<file path="config.mk">
export PLATFORM = sky130hd
export DESIGN_NAME = mult32x32_fast_fsm
export DESIGN_NICKNAME = d
export VERILOG_FILES = /design/src/rtl/mult32x32_pkg.sv /design/src/rtl/mult32x32_fast_fsm.sv
export SDC_FILE = /design/constraint.sdc
export NUM_CORES = 1
export LEC_CHECK = 0
export CELL_PAD_IN_SITES_DETAIL_PLACEMENT = 0
export CELL_PAD_IN_SITES_GLOBAL_PLACEMENT = 2
export CORE_AREA = 2 2 39 41
export CTS_BUF_LIST = sky130_fd_sc_hd__clkbuf_2 sky130_fd_sc_hd__clkbuf_4 sky130_fd_sc_hd__clkbuf_8
export CTS_CLUSTER_DIAMETER = 200
export DETAILED_ROUTE_END_ITERATION = 16
export DIE_AREA = 0 0 41 43
export PLACE_DENSITY_LB_ADDON = 0.1
export REMOVE_ABC_BUFFERS = 1
export SLEW_MARGIN = 20
export SYNTH_ARGS = -nofsm -noshare
export SYNTH_HDL_FRONTEND = slang
export SYNTH_SLANG_ARGS = --single-unit
</file>
<file path="constraint.sdc">
create_clock -name clk -period 1.18 [get_ports clk]
set_input_delay 0.177 -clock clk [delete_from_list [all_inputs] [get_ports clk]]
set_output_delay 0.177 -clock clk [all_outputs]
set_load 0.01 [all_outputs]
</file>
<file path="src/rtl/mult32x32_pkg.sv">
// mult32x32_pkg: shared state type and partial-product shift encodings for the 32x32 multiplier
package mult32x32_pkg;
  typedef enum logic [2:0] {IDLE, A0B0, A0B1, A1B0, A1B1} state_t;
  localparam logic [1:0] SHIFT_0 = 2'd0;
  localparam logic [1:0] SHIFT_16 = 2'd1;
  localparam logic [1:0] SHIFT_32 = 2'd2;
endpackage

</file>
<file path="src/rtl/mult32x32_fast_fsm.sv">
// mult32x32_fast_fsm: sequencer for a 16x16-based 32x32 multiplier that skips partial products of zero halves
module mult32x32_fast_fsm
  import mult32x32_pkg::*;
(
  input  logic       clk,
  input  logic       reset,
  input  logic       start,
  input  logic       a_msw_is_0,
  input  logic       b_msw_is_0,
  output logic       busy,
  output logic       a_sel,
  output logic       b_sel,
  output logic [1:0] shift_sel,
  output logic       upd_prod,
  output logic       clr_prod
);
  state_t state_q, state_d;
  always_ff @(posedge clk)
    state_q <= !reset ? IDLE : state_d;
  always_comb begin
    state_d = IDLE;
    busy = 1'b1;
    upd_prod = 1'b1;
    clr_prod = 1'b0;
    a_sel = 1'b0;
    b_sel = 1'b0;
    shift_sel = SHIFT_0;
    case (state_q)
      IDLE: begin
        busy = 1'b0;
        upd_prod = 1'b0;
        clr_prod = start;
        state_d = start ? A0B0 : IDLE;
      end
      A0B0: state_d = (a_msw_is_0 && b_msw_is_0) ? IDLE : b_msw_is_0 ? A1B0 : A0B1;
      A0B1: begin
        b_sel = 1'b1;
        shift_sel = SHIFT_16;
        state_d = a_msw_is_0 ? IDLE : A1B0;
      end
      A1B0: begin
        a_sel = 1'b1;
        shift_sel = SHIFT_16;
        state_d = b_msw_is_0 ? IDLE : A1B1;
      end
      A1B1: begin
        a_sel = 1'b1;
        b_sel = 1'b1;
        shift_sel = SHIFT_32;
      end
      default: begin
        busy = 1'b0;
        upd_prod = 1'b0;
      end
    endcase
  end
endmodule

</file>
# ---- Word level (Yosys, flattened, before mapping)
# Cells that the tools add are included.
dict set report word_totals {
  reg_bits 3
  latch_bits 0
  ramBits 0
  rom_bits 0
  inputBits 5
  out_inout_bits 7
  elab_cells 22
  memories 0
}
dict set report classes {
  add_sub_neg 0
  n_mul 0
  n_div 0
  order_cmp 0
  n_eq_ne 4
  shift 0
  muxes 11
  bitwise_logic 0
  reduce_logical 6
}
# cell n
set op_table {}
lappend op_table {{$pmux W3 S4} 1}
lappend op_table {{$eq A3 B2 Y1 const B} 2}
lappend op_table {{$mux W1} 6}
lappend op_table {{$reduce_or A2 Y1} 3}
lappend op_table {{$mux W2} 2}
lappend op_table {{$pmux W2 S2} 1}
lappend op_table {{$reduce_or A4 Y1} 1}
lappend op_table {{$eq A3 B1 Y1 const B} 1}
lappend op_table {{$eq A3 B3 Y1 const B} 1}
lappend op_table {{$logic_not A3 Y1} 1}
lappend op_table {{$mux W3} 1}
lappend op_table {{$logic_and A1 B1 Y1} 1}

# ---- Logic depth before layout (Yosys ltp)
dict set report depth {
  depth_word 3
  ltp_mapped 4
  mapped_depth_nobuf 3
}

# ---- Least setup slack after synthesis
# No wires, ideal clock.
dict set report synth_timing {
  path_kind {reg-to-output}
  from {register state_q[1]}
  to {output clr_prod}
  arrival_ns 0.915
  required_time_ns 1.003
  slack_ns 0.088
  path_stages_with_launch 3
  n_path_buf 1
  path_cell_list {dfxtp_1 buf_4 nor4b_1}
}
dict set report synth_via {
  elab_chain_len 2
}
# item line_no
set synth_rtl {}
lappend synth_rtl {{start, declared} mult32x32_fast_fsm.sv:17} ;# state_t state_q, state_d;
lappend synth_rtl {{start signal, assigned} mult32x32_fast_fsm.sv:19} ;# state_q <= !reset ? IDLE : state_d;
lappend synth_rtl {{$logic_not A3 Y1} mult32x32_fast_fsm.sv:28} ;# case (state_q)
lappend synth_rtl {{$mux W1} mult32x32_fast_fsm.sv:28}
lappend synth_rtl {{end, declared} mult32x32_fast_fsm.sv:15} ;# output logic clr_prod
# Every way passes these cells.

# ---- Worst setup path after layout
dict set report layout_timing {
  from {register state_q[0]}
  to {output a_sel}
}
dict set report layout_via {
  elab_chain_len 3
  elab_cells_between_ends 4
  classes_between {eq/ne: 2; mux: 1; reduce/logical: 1}
}
# item line_no
set layout_rtl {}
lappend layout_rtl {{$eq A3 B2 Y1 or $eq A3 B3 Y1 (tied branches)} mult32x32_fast_fsm.sv:28}
lappend layout_rtl {{$reduce_or A2 Y1 (no line) (*)} --}
lappend layout_rtl {{$mux W1 (*)} mult32x32_fast_fsm.sv:28}
lappend layout_rtl {{end, declared} mult32x32_fast_fsm.sv:11} ;# output logic a_sel,
# Every way passes the cells marked *; elsewhere a longest branch is shown, timed or not.

==> results list <==
- For this run, the register share of the synthesized area comes to 0.268.
* R2r startpoint: state_q[0]$_SDFF_PN0_
- Number of flip-flops in the largest register: 3
- Number of setup violations in the final report: 4
- In the finished design, the share of the clock period the worst path needs comes to 1.08.
- Sink Count: 3
- In the post-route analysis, the smallest setup slack over all paths is -95.4 ps.
* Hold Crit Depth: 4
* Clock period minus worst slack: 1280 ps
- Number of slew-limit violations in the final report: 0
* Static Leakage: 0.226 nW
- Worst r2r path cells: 5
* Unrepaired setup endpoints after global routing: true
- Across the routed clock network, the largest skew measured is 3.23 ps.
* Post-synthesis cell type with the largest combined area: sky130_fd_sc_hd__dfxtp_1
- Area used by multi-input combinational logic: 173 um2
- Data arrival at the endpoint of the critical path: 1100 ps
* Area of the die: 0.00176 mm2
* Antenna Diode Count: 0
* Synth top area share: 0.268
* Total GRT Usage: 0.0961
- The die is 43 um tall.
- Mapped Cells: 27
- Filler cell count: 149
- The number of global-route vias before repair came to 285.
- For this block, the via count after detailed routing is 248.
- Starting Density: 0.162
- Clock-pin slew was measured on the worst setup and hold paths at 30 ps.
- For this run, the number of Yosys warnings is 0.
- For hold timing, the worst endpoint is state_q[0]$_SDFF_PN0_.
* Required arrival time at the worst endpoint: 1000 ps
- Post-detailed-placement half-perimeter wirelength: 440 um
- Slew at the pin closest to its max-slew limit: 167 ps
- More flip-flops sit in one register than any other, and that register is state_q.
- Net count of the finished layout: 54
- Registers with the most flip-flops: state_q: 3 flops
- Max-cap violations in this run came to 0.
* Post-synthesis register bit count: 3
- The congestion estimate from routability-driven global placement came to 0.667.
- Layout area overhead: 111%
- Buffers inserted to repair hold after CTS numbered 0.
- Max clock buf depth: 2
- Startpoint of the worst hold path: start
- For this run, design rule violations remaining after detail routing come to 0.
* Routed length per placed instance: 9.28 um
- Final hold vios: 0
- Hold timing on the final database bottoms out at a slack of 384 ps.
- The critical path is of the reg2out type.
- The endpoint identified for the worst register-to-register timing path is state_q[0]$_SDFF_PN0_.
- Overflow left after global routing: 0
- First-pass GRT wire length: 1.09 mm
- Peak Freq: 784 MHz
* Port Buffers: 11
* Width of the die: 41 um
- The first routing iteration left 2 violations.
- The later pin in the worst-skew pair is clocked with a latency of 230 ps.
- Total power after layout: 447 uW
- STA classifies the critical path startpoint as a flip-flop.
- Seq. cell area: 71.3 um2
- Count of pins on the block boundary: 12
- CTS tree: built
- Number of buffers created by CTS: 3
- Buffer type at the clock tree root: sky130_fd_sc_hd__clkbuf_4
- The min-delay analysis places its worst path in the category in2reg.
* Maximum number of pins on one net before global-route repair: 6
- Across all register-to-register paths, the minimum setup slack is 90 ps.
- Layout cell share with drive strength beyond 1: 0.667
- Crit path capture type: output port
- Floorplan core area: 0.00138 mm2
- Yosys cell types: 19
- Overall routed net length: 594 um
- CTS H-tree lvls: 1
- Vias/cell: 3.88
- Average instance area after synthesis: 8.30 um2
* Drt first pass iters: 2
* Violations in the final reports: setup timing
* Antenna violations before repair: 0
* Number of routed nets with antenna violations: 0
- Dividing total power by cell area gives a power density of 948 mW/mm2.
- Across the VDD grid, the largest voltage drop is 0.480 mV.
* Largest fanout of any net on the critical path: 3
- The worst pin sits at a relative slew slack of 0.888.
* Total number of placement rows: 14
- Cell area after synthesis: 224 um2
* Ranking of synthesized cells by area: sky130_fd_sc_hd__dfxtp_1, sky130_fd_sc_hd__xnor2_1, sky130_fd_sc_hd__buf_4
* Outcome: finished, violations left
==> where the power goes <==
part | internal [mW] | total, mW | switching [mW]
combinational | 0.0797 | 0.130 | 0.0500
sequential | 0.105 | 0.115 | 0.0106
clock | 0.150 | 0.202 | 0.0527
total | 0.334 | 0.447 | 0.113
==> cell type report <==
cell class,count,area share
clock buffer,4,0.0637
multi-input combinational,20,0.366
sequential,3,0.151
tap,16,0.0424
timing repair buffer,21,0.377
==> worst max-delay path: stages (launching register included) <==
cell	delay [ps]
sky130_fd_sc_hd__dfxtp_4	350
sky130_fd_sc_hd__nor2_4	130
sky130_fd_sc_hd__and2_4	160
sky130_fd_sc_hd__o21bai_1	90
sky130_fd_sc_hd__buf_2	140
==> logic make-up after synthesis <==
| group | count (synthesis) | synth area share |
|---|---|---|
| compound gates | 4 | 0.129 |
| xor+xnor | 2 | 0.0782 |
| buf+inv | 4 | 0.140 |
| flops | 3 | 0.268 |
| simple gates | 14 | 0.386 |
==> cell usage after synthesis (all sizes together) <==
library cell	n
buf	4
dfxtp	3
nand2	3
nor2	3
a21oi	2
nand2b	2
nand3b	2
xnor2	2
a21o	1
and2	1
nor2b	1
nor3	1
nor4b	1
o21bai	1
==> through the flow <==
step                TNS, ps  cell area (um2)  utilization  cells  setup slack, ps
floorplan                 0              193            -     23              125
global placement      -1910              383        0.277     58             -514
detailed placement    -2050              383        0.277     58             -546
CTS                    -329              460        0.333     64             -116
global route           -534              472        0.341     64             -147
finish                 -204              472        0.341     64            -95.4
==> worst max-delay path by stage <==
stage / from / endpoint / slack, ps
global route: state_q[0]$_SDFF_PN0_ / a_sel / -150
floorplan: state_q[1]$_SDFF_PN0_ / a_sel / 130
finish: state_q[0]$_SDFF_PN0_ / a_sel / -100
detailed placement: start / clr_prod / -550
CTS: state_q[0]$_SDFF_PN0_ / clr_prod / -120
global placement: start / clr_prod / -510
==> layer usage <==
layer  part of all wire  vias to the layer above  track usage
li1                   -                      131            -
met1               0.38                      111        0.108
met2               0.55                        6        0.134
met3              0.072                        0       0.0209
met4                  0                        0        0.100
met5                  0                        -            0
==> timing repair <==
action | CTS | global route
endpoints found under the setup margin | 7 | 6
buffers inserted | 2 | 0
endpoints found under the hold margin | 0 | 0
resized for setup | 46 | 2
pin swaps | 4 | 2
==> placed cells by master, fill, tap and decap left out <==
cell,n
sky130_fd_sc_hd__nand2_1,3
sky130_fd_sc_hd__nor2_4,1
sky130_fd_sc_hd__buf_6,6
sky130_fd_sc_hd__nand2b_1,1
sky130_fd_sc_hd__buf_2,6
sky130_fd_sc_hd__nor2_2,1
sky130_fd_sc_hd__nor2b_1,1
sky130_fd_sc_hd__dfxtp_4,3
sky130_fd_sc_hd__xnor2_2,2
sky130_fd_sc_hd__clkbuf_4,4
sky130_fd_sc_hd__dlymetal6s2s_1,1
sky130_fd_sc_hd__nand3b_1,2
sky130_fd_sc_hd__clkdlybuf4s50_1,3
sky130_fd_sc_hd__nor4b_4,1
sky130_fd_sc_hd__buf_4,5
sky130_fd_sc_hd__nand2b_4,1
sky130_fd_sc_hd__a21o_1,1
sky130_fd_sc_hd__a21oi_1,1
sky130_fd_sc_hd__nor3_1,1
sky130_fd_sc_hd__nor2_1,1
sky130_fd_sc_hd__and2_4,1
sky130_fd_sc_hd__a21oi_2,1
sky130_fd_sc_hd__o21bai_1,1
(Power assumes the default switching activity.)
